`src/rtl/switch_conditioner_pkg.sv`:
```
// Shared definitions for the switch conditioner: default sizes, the
// capture-handshake state type and the debounce counter width helper.
package switch_conditioner_pkg;

    // Default data width; the switch bus is two bits wider (enter + core reset).
    localparam int N_DEFAULT  = 8;
    // Default debounce qualification time in clock cycles.
    localparam int DB_DEFAULT = 16;

    // Capture register state: empty, or holding a word not yet acknowledged.
    typedef enum logic {
        CAP_EMPTY = 1'b0,
        CAP_HELD  = 1'b1
    } cap_state_t;

    // Counter wide enough to hold 0 .. db inclusive.
    function automatic int cnt_width(input int db);
        return $clog2(db + 1);
    endfunction

endpackage

```
`src/rtl/switch_conditioner_if.sv`:
```
// Capture handshake bundle: the latched operator word, its valid flag,
// the consumer's acknowledge and the sticky overrun flag.
interface switch_conditioner_if #(
    parameter int n = switch_conditioner_pkg::N_DEFAULT
);
    logic [n-1:0] data_out;
    logic         data_valid;
    logic         data_ack;
    logic         overrun;

    // Producer side (the conditioner).
    modport master (
        output data_out,
        output data_valid,
        output overrun,
        input  data_ack
    );

    // Consumer side (the core / polling program).
    modport slave (
        input  data_out,
        input  data_valid,
        input  overrun,
        output data_ack
    );
endinterface

```
`src/rtl/switch_conditioner_debounce_bit.sv`:
```
// One switch input: two-flop synchroniser, agreement-restart debounce
// counter, stable output flop and single-cycle rise/fall pulses.
module debounce_bit
    import switch_conditioner_pkg::*;
#(
    parameter int DB_CYCLES = DB_DEFAULT
) (
    input  logic clk,
    input  logic reset,      // asynchronous, active low
    input  logic i_raw,      // asynchronous switch pin
    output logic o_stable,
    output logic o_rise,
    output logic o_fall
);

    localparam int              CW       = cnt_width(DB_CYCLES);
    localparam logic [CW-1:0]   CNT_LAST = CW'(DB_CYCLES - 1);

    logic          r_s1;
    logic          r_s2;
    logic          r_stable;
    logic          r_rise;
    logic          r_fall;
    logic [CW-1:0] r_cnt;

    logic          w_differ;
    logic          w_flip;

    // The synchronised level disagrees with the stable one; it flips once it
    // has disagreed for DB_CYCLES consecutive evaluations.
    assign w_differ = (r_s2 != r_stable);
    assign w_flip   = w_differ && (r_cnt == CNT_LAST);

    // Two-flop synchroniser, nothing between the stages.
    always_ff @(posedge clk or negedge reset) begin
        if (!reset) begin
            r_s1 <= 1'b0;
            r_s2 <= 1'b0;
        end else begin
            r_s1 <= i_raw;
            r_s2 <= r_s1;
        end
    end

    // Qualification counter; any cycle of agreement restarts it.
    always_ff @(posedge clk or negedge reset) begin
        if (!reset) begin
            r_cnt    <= '0;
            r_stable <= 1'b0;
        end else if (!w_differ) begin
            r_cnt    <= '0;
        end else if (w_flip) begin
            r_stable <= r_s2;
            r_cnt    <= '0;
        end else begin
            r_cnt    <= r_cnt + CW'(1);
        end
    end

    // Edge pulses registered on the same edge as the flip, so they coincide
    // with the first cycle the new stable value is visible.
    always_ff @(posedge clk or negedge reset) begin
        if (!reset) begin
            r_rise <= 1'b0;
            r_fall <= 1'b0;
        end else begin
            r_rise <= w_flip &  r_s2;
            r_fall <= w_flip & ~r_s2;
        end
    end

    assign o_stable = r_stable;
    assign o_rise   = r_rise;
    assign o_fall   = r_fall;

endmodule

```
`src/rtl/switch_conditioner.sv`:
```
// Switch input stage for the picoMIPS core: conditions every switch bit,
// exposes edge pulses, and latches the low n bits as an operator word when
// the enter switch SW[n] rises, with valid/ack and a sticky overrun flag.
// SW[n+1] (the core's reset bit) is only conditioned; it never resets this
// block.
module switch_conditioner
    import switch_conditioner_pkg::*;
#(
    parameter int n         = N_DEFAULT,
    parameter int DB_CYCLES = DB_DEFAULT
) (
    input  logic                 clk,
    input  logic                 reset,     // asynchronous, active low
    input  logic [n+1:0]         SW_raw,
    output logic [n+1:0]         SW,
    output logic [n+1:0]         SW_rise,
    output logic [n+1:0]         SW_fall,
    switch_conditioner_if.master cap
);

    cap_state_t   r_state;
    logic [n-1:0] r_data;
    logic         r_overrun;

    logic         w_capture;
    logic         w_ack;

    // Independent conditioner per switch bit.
    generate
        for (genvar gi = 0; gi < n + 2; gi++) begin : g_bit
            debounce_bit #(
                .DB_CYCLES (DB_CYCLES)
            ) u_bit (
                .clk      (clk),
                .reset    (reset),
                .i_raw    (SW_raw[gi]),
                .o_stable (SW[gi]),
                .o_rise   (SW_rise[gi]),
                .o_fall   (SW_fall[gi])
            );
        end
    endgenerate

    assign w_capture = SW_rise[n];
    assign w_ack     = cap.data_ack;

    // Capture handshake. A new capture while a word is held either replaces
    // it (ack in the same cycle) or is dropped and flagged as overrun.
    always_ff @(posedge clk or negedge reset) begin
        if (!reset) begin
            r_state   <= CAP_EMPTY;
            r_data    <= '0;
            r_overrun <= 1'b0;
        end else begin
            case (r_state)
                CAP_EMPTY: begin
                    if (w_capture) begin
                        r_data  <= SW[n-1:0];
                        r_state <= CAP_HELD;
                    end
                end
                CAP_HELD: begin
                    if (w_capture) begin
                        if (w_ack) begin
                            r_data <= SW[n-1:0];
                        end else begin
                            r_overrun <= 1'b1;
                        end
                    end else if (w_ack) begin
                        r_state <= CAP_EMPTY;
                    end
                end
            endcase
        end
    end

    assign cap.data_out   = r_data;
    assign cap.data_valid = (r_state == CAP_HELD);
    assign cap.overrun    = r_overrun;

endmodule

```
`src/flat_wrapper.sv`:
```
// flat-port wrapper written by rule: the top's interface ports become plain ports
module switch_conditioner_flat import switch_conditioner_pkg::*;
#(
    parameter int n         = N_DEFAULT,
    parameter int DB_CYCLES = DB_DEFAULT
)
  (clk, reset, SW_raw, SW, SW_rise, SW_fall, cap_data_out, cap_data_valid, cap_overrun, cap_data_ack);
  switch_conditioner_if #(.n(n)) cap_i ();
  input  logic clk;
  input  logic reset;
  input  logic [n+1:0] SW_raw;
  output logic [n+1:0] SW;
  output logic [n+1:0] SW_rise;
  output logic [n+1:0] SW_fall;
  output wire logic [$bits(cap_i.data_out)-1:0] cap_data_out;
  output wire logic [$bits(cap_i.data_valid)-1:0] cap_data_valid;
  output wire logic [$bits(cap_i.overrun)-1:0] cap_overrun;
  input wire logic [$bits(cap_i.data_ack)-1:0] cap_data_ack;
  assign cap_data_out = cap_i.data_out;
  assign cap_data_valid = cap_i.data_valid;
  assign cap_overrun = cap_i.overrun;
  assign cap_i.data_ack = cap_data_ack;
  switch_conditioner #(.n(n), .DB_CYCLES(DB_CYCLES)) u_core (.clk(clk), .reset(reset), .SW_raw(SW_raw), .SW(SW), .SW_rise(SW_rise), .SW_fall(SW_fall), .cap(cap_i));
endmodule
```
`config.mk`:
```
export PLATFORM = sky130hd
export DESIGN_NAME = switch_conditioner_flat
export DESIGN_NICKNAME = d
export VERILOG_FILES = /design/src/rtl/switch_conditioner_pkg.sv /design/src/rtl/switch_conditioner_if.sv /design/src/rtl/switch_conditioner_debounce_bit.sv /design/src/rtl/switch_conditioner.sv /design/src/flat_wrapper.sv
export SDC_FILE = /design/constraint.sdc
export NUM_CORES = 1
export LEC_CHECK = 0
export CAP_MARGIN = 25
export CORE_ASPECT_RATIO = 1.4
export CORE_MARGIN = 2
export CORE_UTILIZATION = 60
export CTS_BUF_LIST = sky130_fd_sc_hd__clkbuf_8
export CTS_CLUSTER_DIAMETER = 120
export DETAILED_ROUTE_END_ITERATION = 12
export PLACE_DENSITY = 0.91
export SLEW_MARGIN = 15
export SYNTH_ARGS = -nofsm -noshare
export SYNTH_HDL_FRONTEND = slang
export SYNTH_SLANG_ARGS = --single-unit
```
`constraint.sdc`:
```
create_clock -name clk -period 2.2 [get_ports clk]
set_clock_uncertainty 0.15 [all_clocks]
set_input_delay 0.22 -clock clk [delete_from_list [all_inputs] [get_ports clk]]
set_output_delay 0.22 -clock clk [all_outputs]
set_load 0.02 [all_outputs]
```
==> flow_metrics.tcl, run 1 <==
set metrics [dict create \
    outcome "finished clean" \
    rsz0062_at_grt "no" \
    crit_fanout 6 \
    cts.clk_slew.worst_paths_ps 100 \
    cp_top_family "buffers and inverters" \
    power.switching_uw 805 \
    tightest_slew_ps 589 \
    pwr-share-clk_pct 38.7 \
    rrSetupSlack_ps 770 \
    power_frac_seq_pct 56.9 \
    ctsResizeCount 0 \
    post-route-period-util_pct 83.4 \
    wl_per_cell_microns 15.2 \
    slew_headroom_pct 60.8 \
    cts.sinks 110 \
    ys_warn_count 0 \
    ios 53 \
    crit_buf_inv 1 \
    ant_nets 0 \
    grt_pass1_wl_microns 11700 \
    cp_slowest_stage_delay_ps 640 \
    die_area_sq_um 7950 \
    die_w_microns 75.9 \
    grt_max_degree 48 \
    path_cells "clkdlybuf4s50_1" \
    core_sq_um 6980 \
    arrival_ps 1470 \
    htree_levels 3 \
    numCtsBuffers 9 \
    portBuffers 52 \
    cp-start-kind "flop" \
    synth.net_count 336 \
    dp_hpwl_microns 4600 \
    synth_area_per_cell_sq_um 13.9 \
    switching_share_pct 21.4 \
    vdd_drop_max_v 0.000503 \
    finalHoldViolations 0 \
    r2r-end "u_core.g_bit[9].u_bit.o_stable" \
    drt-pass1-iter-count 4 \
    ctsHoldBuffers 1 \
    cts_setup_buffers 0 \
    fin_cells 449 \
    comb_power_share_pct 4.4 \
    synth_area_sq_um 4350 \
    slew_viol_final 0 \
    dp_cells 432 \
    diodes 0 \
    crit_type "flop to primary output" \
    reg2reg_from "u_core.g_bit[9].u_bit.r_cnt[0]" \
    synth_cells 313 \
    route.detailed.drc 0 \
    viasPerCell 5.27 \
    p_leak_uw 0.00270 \
    grt_usage_pct 18.6 \
    fp-row-count 36 \
    final_cell_mix "dfrtp_1 (110), clkdlybuf4s50_1 (51), xor2_1 (30), nand2_1 (21)" \
    power.internal_uw 2950 \
    path_depth 1 \
    setup_viol 0 \
    ys_types 21 \
    dieHeight_microns 105 \
    clk_latency_ps 360 \
    fin_crit_ps 1840 \
    hold_path_startpoint "SW_raw[1]" \
    wirelength_microns 6810 \
    antenna_found_initial 0 \
    critPathCapture "SW[1]" \
    clock-root-buffer "clkbuf_8" \
    ys_ff_latch 110 \
    final_common_cell "dfrtp_1" \
    drtIter0Drc 130 \
    hp-class "primary input to flop" \
    first_global_vias 2583 \
    gp_congestion 0.761 \
    crit_required_ps 1830 \
    crit_start "u_core.g_bit[1].u_bit.o_stable" \
    fmax_mhz 545 \
    cts_tree "done" \
    cpMaxStageDelayCell "clkdlybuf4s50_1" \
    grt.overflow.total 0 \
    fill_cells 465 \
    start_util_pct 62.3 \
    clk_path_buf_depth 2 \
    reg2reg_depth 3 \
    area_growth_pct 16.2 \
    drive_gt1_share_pct 15.0 \
    tns_ps 0 \
    final_nets 372 \
    cp-end-kind "primary output" \
    power-per-cell-area_nw_per_um2 744 \
    vias 2367 \
    maxCapViolations 0 \
    seq_area_frac_synth_pct 63.3 \
]
[routing by layer]
metal | global-route usage, % | vias to the layer above | share of wire, %
met2 | 33.0 | 51 | 54
met1 | 21.5 | 1207 | 41
li1 | - | 1097 | -
met5 | 0 | - | 0
met3 | 3.80 | 12 | 3.3
met4 | 9.22 | 0 | 2.3
[synthesized netlist by cell type]
cell type,instances,area [sq um]
nand2b_4,1,13.8
xor2_1,30,263
and3_1,2,12.5
ha_1,10,125
dfrtp_1,110,2750
nand2_1,21,78.8
and2_1,14,87.6
and2_2,2,15.0
nand2_2,1,6.26
nor2_1,20,75.1
nand4b_4,4,95.1
a31oi_1,10,62.6
nor3b_1,20,150
and3_2,2,15.0
inv_1,1,3.75
nand4b_2,6,90.1
mux2_2,14,158
mux2_4,4,60.1
buf_4,30,225
nand3_1,10,50.1
o21bai_1,1,7.51
[registers in the layout, summed over array words and instances (netlist names)]
signal and flops:
u_core.g_bit.u_bit.r_s1 10, u_core.cap.data_out 8, u_core.g_bit.u_bit.o_rise 10, u_core.g_bit.u_bit.r_cnt 50, u_core.g_bit.u_bit.o_fall 10, u_core.g_bit.u_bit.o_stable 10
u_core.cap.data_valid 1, u_core.cap.overrun 1, u_core.g_bit.u_bit.r_s2 10
[cell type report]
class / instances / area (sq um) / area share [%]
Clock inverter: 6 / 116 / 2.30
Clock buffer: 10 / 138 / 2.73
Timing Repair Buffer: 55 / 556 / 11.0
Tap cell: 95 / 119 / 2.35
Multi-Input combinational cell: 172 / 1370 / 27.0
Inverter: 1 / 3.75 / 0.0743
Sequential cell: 110 / 2750 / 54.5
[kinds of logic after synthesis]
group,Yosys count,synth area share (%)
fa+ha+maj,10,2.88
xor+xnor,30,6.04
flops,110,63.3
buf+inv,31,5.27
compound gates,11,1.61
simple gates,103,15.9
mux,18,5.01
[per-stage QoR]
| step | worst slack, ps | instance area, sq um | hold slack (ps) | util, % | power, uW |
|---|---|---|---|---|---|
| floorplan | 875 | 4350 | -226 | - | 2250 |
| global placement | 571 | 4790 | 110 | 68.5 | 2330 |
| detailed placement | 545 | 4790 | 109 | 68.5 | 2340 |
| CTS | 323 | 5050 | 116 | 72.3 | 3790 |
| global route | 298 | 5050 | 122 | 72.3 | 3900 |
| finish | 364 | 5050 | 132 | 72.3 | 3760 |
[power groups by stage]
stage / clock (uW) / sequential [uW] / combinational [uW]
2_1_floorplan: 0 / 2170 / 81.7
3_3_place_gp: 0 / 2170 / 156
3_5_place_dp: 0 / 2180 / 165
4_1_cts: 1490 / 2140 / 170
5_1_grt: 1550 / 2150 / 193
6_report: 1450 / 2140 / 165
[worst min-delay path by stage]
stage,to,slack [ps],cells past startpoint
5_1_grt,u_core.g_bit[9].u_bit.r_s1,120,1
4_1_cts,u_core.g_bit[1].u_bit.r_s1,120,1
6_report,u_core.g_bit[1].u_bit.r_s1,130,1
3_5_place_dp,u_core.g_bit[1].u_bit.r_s1,110,1
2_1_floorplan,u_core.cap.data_out[0],-230,0
3_3_place_gp,u_core.g_bit[1].u_bit.r_s1,110,1
No activity file was read; power rests on OpenSTA's default activity.
==> run 2: changes to the inputs <==
--- a/config.mk
+++ b/config.mk
@@ -8,11 +8,11 @@
 export CAP_MARGIN = 25
 export CORE_ASPECT_RATIO = 1.4
 export CORE_MARGIN = 2
-export CORE_UTILIZATION = 60
+export CORE_UTILIZATION = 57
 export CTS_BUF_LIST = sky130_fd_sc_hd__clkbuf_8
 export CTS_CLUSTER_DIAMETER = 120
 export DETAILED_ROUTE_END_ITERATION = 12
-export PLACE_DENSITY = 0.91
+export PLACE_DENSITY = 0.87
 export SLEW_MARGIN = 15
 export SYNTH_ARGS = -nofsm -noshare
 export SYNTH_HDL_FRONTEND = slang
==> constraint.sdc (replaced) <==
create_clock -name clk -period 1.7 [get_ports clk]
set_clock_uncertainty 0.15 [all_clocks]
set_input_delay 0.17 -clock clk [delete_from_list [all_inputs] [get_ports clk]]
set_output_delay 0.17 -clock clk [all_outputs]
set_load 0.02 [all_outputs]
==> run 2 against run 1 <==
Against the previous run:
- via count shrank 2.7%
- sequential share of layout area grew 0.31 points
- die area grew 5.0%
- global-route usage shrank 1.6 points
- total power grew 24%
- final cell count grew 0.67%
- register-to-register slack lost 480 ps
- first-iteration DRC count grew 33%
- sequential cell count is the same
- wire length shrank 6.8%
- largest cell class unchanged
==> flow_metrics.tcl, run 2 (same netlist as run 1, synthesis figures left out) <==
set metrics [dict create \
    clk_latency_ps 360 \
    crit_fanout 2 \
    cp_slowest_stage_delay_ps 610 \
    r2r-end "u_core.g_bit[1].u_bit.o_stable" \
    dieHeight_microns 107 \
    cts_tree "done" \
    tightest_slew_ps 342 \
    finalPower_uw 4660 \
    design_area_sq_um 5020 \
    cp_top_family "buffers and inverters" \
    top_register "u_core.g_bit.u_bit.r_cnt" \
    fin_cells 452 \
    area_growth_pct 15.5 \
    path_cells "clkdlybuf4s50_1" \
    post-route-period-util_pct 97.1 \
    crit_buf_inv 1 \
    dpl_cell_area_sq_um 4800 \
    cts.sinks 110 \
    wl_per_cell_microns 14.0 \
    final_cell_mix "dfrtp_1 (110), clkdlybuf4s50_1 (37), xor2_1 (30), nand2_1 (21)" \
    outcome "finished clean" \
    largest_reg_flops 50 \
    ant_nets 0 \
    cp-end-kind "primary output" \
    hp-class "primary input to flop" \
    diodes 0 \
    arrival_ps 1330 \
    clock-root-buffer "clkbuf_8" \
    vias 2303 \
    vdd_drop_max_v 0.000589 \
    viasPerCell 5.10 \
    drt-pass1-iter-count 4 \
    power-per-cell-area_nw_per_um2 928 \
    grt_usage_pct 17.1 \
    crit_start "u_core.cap.data_out[6]" \
    cp-start-kind "flop" \
    tns_ps 0 \
    crit_type "flop to primary output" \
    cts_setup_buffers 0 \
    fin_crit_ps 1650 \
    cts.clk_slew.worst_paths_ps 90 \
    die_w_microns 77.8 \
    busiest_layer "met2" \
    slew_headroom_pct 77.2 \
    start_util_pct 59.1 \
    grt_pass1_wl_microns 11000 \
    grtUsageMet3_pct 2.60 \
    reg2reg_from "u_core.g_bit[1].u_bit.r_cnt[0]" \
    p_leak_uw 0.00278 \
    min_to "u_core.g_bit[4].u_bit.r_s1" \
    grt.met2_usage_pct 29.2 \
    clk_path_buf_depth 2 \
    first_global_vias 2385 \
    ios 53 \
    rrSetupSlack_ps 290 \
    die_area_sq_um 8350 \
    core_sq_um 7360 \
    dp_hpwl_microns 4600 \
    hold_depth 1 \
    fp-row-count 37 \
    hold_path_startpoint "SW_raw[4]" \
    final_common_cell "dfrtp_1" \
    grt_util_met1_pct 20.7 \
    gp_congestion 0.741 \
    reg2reg_depth 3 \
    portBuffers 52 \
    grt_max_degree 39 \
    drive_gt1_share_pct 15.2 \
    cpMaxStageDelayCell "clkdlybuf4s50_1" \
    wirelength_microns 6350 \
    fmax_mhz 606 \
    numCtsBuffers 9 \
    htree_levels 3 \
    setup_viol 0 \
    drtIter0Drc 173 \
    maxCapViolations 0 \
    dp_cells 436 \
    slew_viol_final 0 \
    rsz0062_at_grt "no" \
    grt.overflow.total 0 \
    final_nets 374 \
    fill_cells 507 \
    finalHoldViolations 0 \
    crit_required_ps 1380 \
    antenna_found_initial 0 \
    route.detailed.drc 0 \
]
==> run 2: worst max-delay path by stage <==
stage	to	slack, ps	cells past startpoint
finish	cap_data_out[6]	50	1
global route	cap_data_out[2]	2	1
CTS	cap_data_out[5]	7	1
detailed placement	u_core.cap.data_out[3]	110	4
global placement	u_core.cap.data_out[0]	150	4
floorplan	u_core.g_bit[0].u_bit.o_stable	370	3
==> run 2: per-layer routing <==
layer | part of all wire, % | vias up | wire [microns]
li1 | - | 1105 | -
met2 | 54 | 36 | 3410
met3 | 2.9 | 10 | 181
met4 | 2.4 | 0 | 152
met1 | 41 | 1152 | 2600
met5 | 0 | - | 0
==> run 2: power breakdown <==
part	switching, uW	internal (uW)
combinational	116	99.3
clock	782	897
sequential	69.2	2700
==> run 2: what timing repair did <==
action	4_1_cts	5_1_grt
endpoints found under the hold margin	110	0
hold buffers	1	0
gates resized for setup	13	1
endpoints found under the setup margin	13	1
==> run 2: area by class of cell <==
cell class	count	area [sq um]	share of cell area (%)
Timing Repair Buffer	57	557	11.1
Clock inverter	4	70.1	1.40
Clock buffer	11	151	3.02
Multi-Input combinational cell	172	1370	27.2
Sequential cell	110	2750	54.8
Inverter	1	3.75	0.0748
Tap cell	97	121	2.42
==> run 2: through the flow <==
step	utilization, %	hold slack [ps]	setup WS, ps
after global placement	65.3	-45.0	154
after global routing	68.2	83.5	1.80
after CTS	68.2	72.6	7.31
final	68.2	89.8	49.5
after detailed placement	65.3	-47.0	112
after floorplan	-	-276	375
==> edit, RTL diff (flow settings as in run 2) <==
Reset style: synchronous (`reset`), changed in 4 clocked blocks. Comments in the files are not updated.
--- a/src/rtl/switch_conditioner_debounce_bit.sv
+++ b/src/rtl/switch_conditioner_debounce_bit.sv
@@ -32,7 +32,7 @@
     assign w_flip   = w_differ && (r_cnt == CNT_LAST);
 
     // Two-flop synchroniser, nothing between the stages.
-    always_ff @(posedge clk or negedge reset) begin
+    always_ff @(posedge clk) begin
         if (!reset) begin
             r_s1 <= 1'b0;
             r_s2 <= 1'b0;
@@ -43,7 +43,7 @@
     end
 
     // Qualification counter; any cycle of agreement restarts it.
-    always_ff @(posedge clk or negedge reset) begin
+    always_ff @(posedge clk) begin
         if (!reset) begin
             r_cnt    <= '0;
             r_stable <= 1'b0;
@@ -59,7 +59,7 @@
 
     // Edge pulses registered on the same edge as the flip, so they coincide
     // with the first cycle the new stable value is visible.
-    always_ff @(posedge clk or negedge reset) begin
+    always_ff @(posedge clk) begin
         if (!reset) begin
             r_rise <= 1'b0;
             r_fall <= 1'b0;
--- a/src/rtl/switch_conditioner.sv
+++ b/src/rtl/switch_conditioner.sv
@@ -46,7 +46,7 @@
 
     // Capture handshake. A new capture while a word is held either replaces
     // it (ack in the same cycle) or is dropped and flagged as overrun.
-    always_ff @(posedge clk or negedge reset) begin
+    always_ff @(posedge clk) begin
         if (!reset) begin
             r_state   <= CAP_EMPTY;
             r_data    <= '0;
Behaviour: same outputs for any inputs over 10 cycles, from zero or initial values and one cycle with reset low; that may be too few to reach the edited logic, so the function may still have changed.
==> edit against run 2 <==
Cell area fell by 5.7%. Register-to-register slack worse by 0.19 ns. Synthesized area is 4.9% lower. Routed wire length grew 1.5%. Setup slack got worse by 0.0082 ns. Sequential cell count unchanged. Global-route usage increased by 0.17 points.
Power is not compared: it rests on default switching activity, and its combinational part moved more than twofold at a synthesized area within 25%.
==> edit: results <==
[synth]
synth_compound_area_frac = 0.003026
synth_fa_ha_area_frac = 0.06051
synth_common_cells = "110 x dfxtp_1, 50 x nor2_1, 30 x buf_4"
ys_types = 25
muxShareOfSynthArea = 0.04357
synth_xor_xnor_area_share = 0.06354
synth_fp_nets = 430
ys_seq_area_frac = 0.5325
syn_inst = 397
synth_area_leaders = "dfxtp_1 53%, ha_1 6.1%, buf_4 5.4%, nor2_1 4.5%, mux2i_1 4.4%"
synthArstFlopShare = 0

[power_and_ir_drop]
ir_drop_mv = 0.6851
leakage_nw = 1.923
power_mw = 4.428

[place]
place_ws_ns = -0.008713
hpwl_um = 4300
place_area_um2 = 4502
placed_cells = 509
place.gp.congestion = 0.7080

[grt]
grt_antenna_before_repair = 0
grt.total_usage = 0.1725
grt_pass1_vias = 2592
grt_max_degree = 69
grt_pass1_wl_um = 11010

[worst_hold_path]
hold_depth = 3
hp-start = "reset"
hold_end = "u_core.cap.data_valid"

[outcome]
outcome = "completed"

[critical_path]
crit_start = "u_core.cap.data_out[4]"
crit_fanout = 2
rr_startpoint = "u_core.g_bit[8].u_bit.r_cnt[0]"
crit_arrival_ns = 1.34
reg2regPathDepth = 5
endpoint = "cap_data_out[4]"
r2r_slack_ns = 0.10
reg2reg_to = "u_core.g_bit[8].u_bit.r_cnt[2]"

[routing]
drt_first_pass_iters = 4
routed_wl_um = 6443
via_per_inst = 4.865
vias = 2554
drt_iter0_markers = 82

[final_layout]
top_register = "u_core.g_bit.u_bit.r_cnt"
fill_cells = 547
nNetsFinal = 458
drive_gt1_frac = 0.06279

[clocking]
path_clk_slew_ns = 0.09
htree_levels = 3

[timing]
max-slew-margin-rel = 0.7608
fmax_mhz = 602.9
timing.hold.ws_ns = 0.1333
edit: tightest hold or removal path: stages:
cell,delay (ns)
buf_2,0.12
buf_12,0.19
o21a_1,0.13
edit: cell type report:
cell class	count	area [um2]	share of cell area
Timing Repair Buffer	55	548.0	0.1158
Inverter	20	75.07	0.01586
Tap cell	95	118.9	0.02511
Clock inverter	7	98.84	0.02088
Multi-Input combinational cell	229	1567	0.3309
Sequential cell	110	2203	0.4654
Clock buffer	9	123.9	0.02616
edit: repair_timing:
item	CTS	global route
gates resized for setup	10	7
pin swaps	0	4
endpoints found under the setup margin	10	9
edit: per-layer routing:
metal | vias up | share of wire | track usage
li1 | 1292 | - | -
met3 | 21 | 0.054 | 0.05440
met2 | 63 | 0.50 | 0.2972
met1 | 1178 | 0.41 | 0.1841
met5 | - | 0 | 0
met4 | 0 | 0.038 | 0.1026
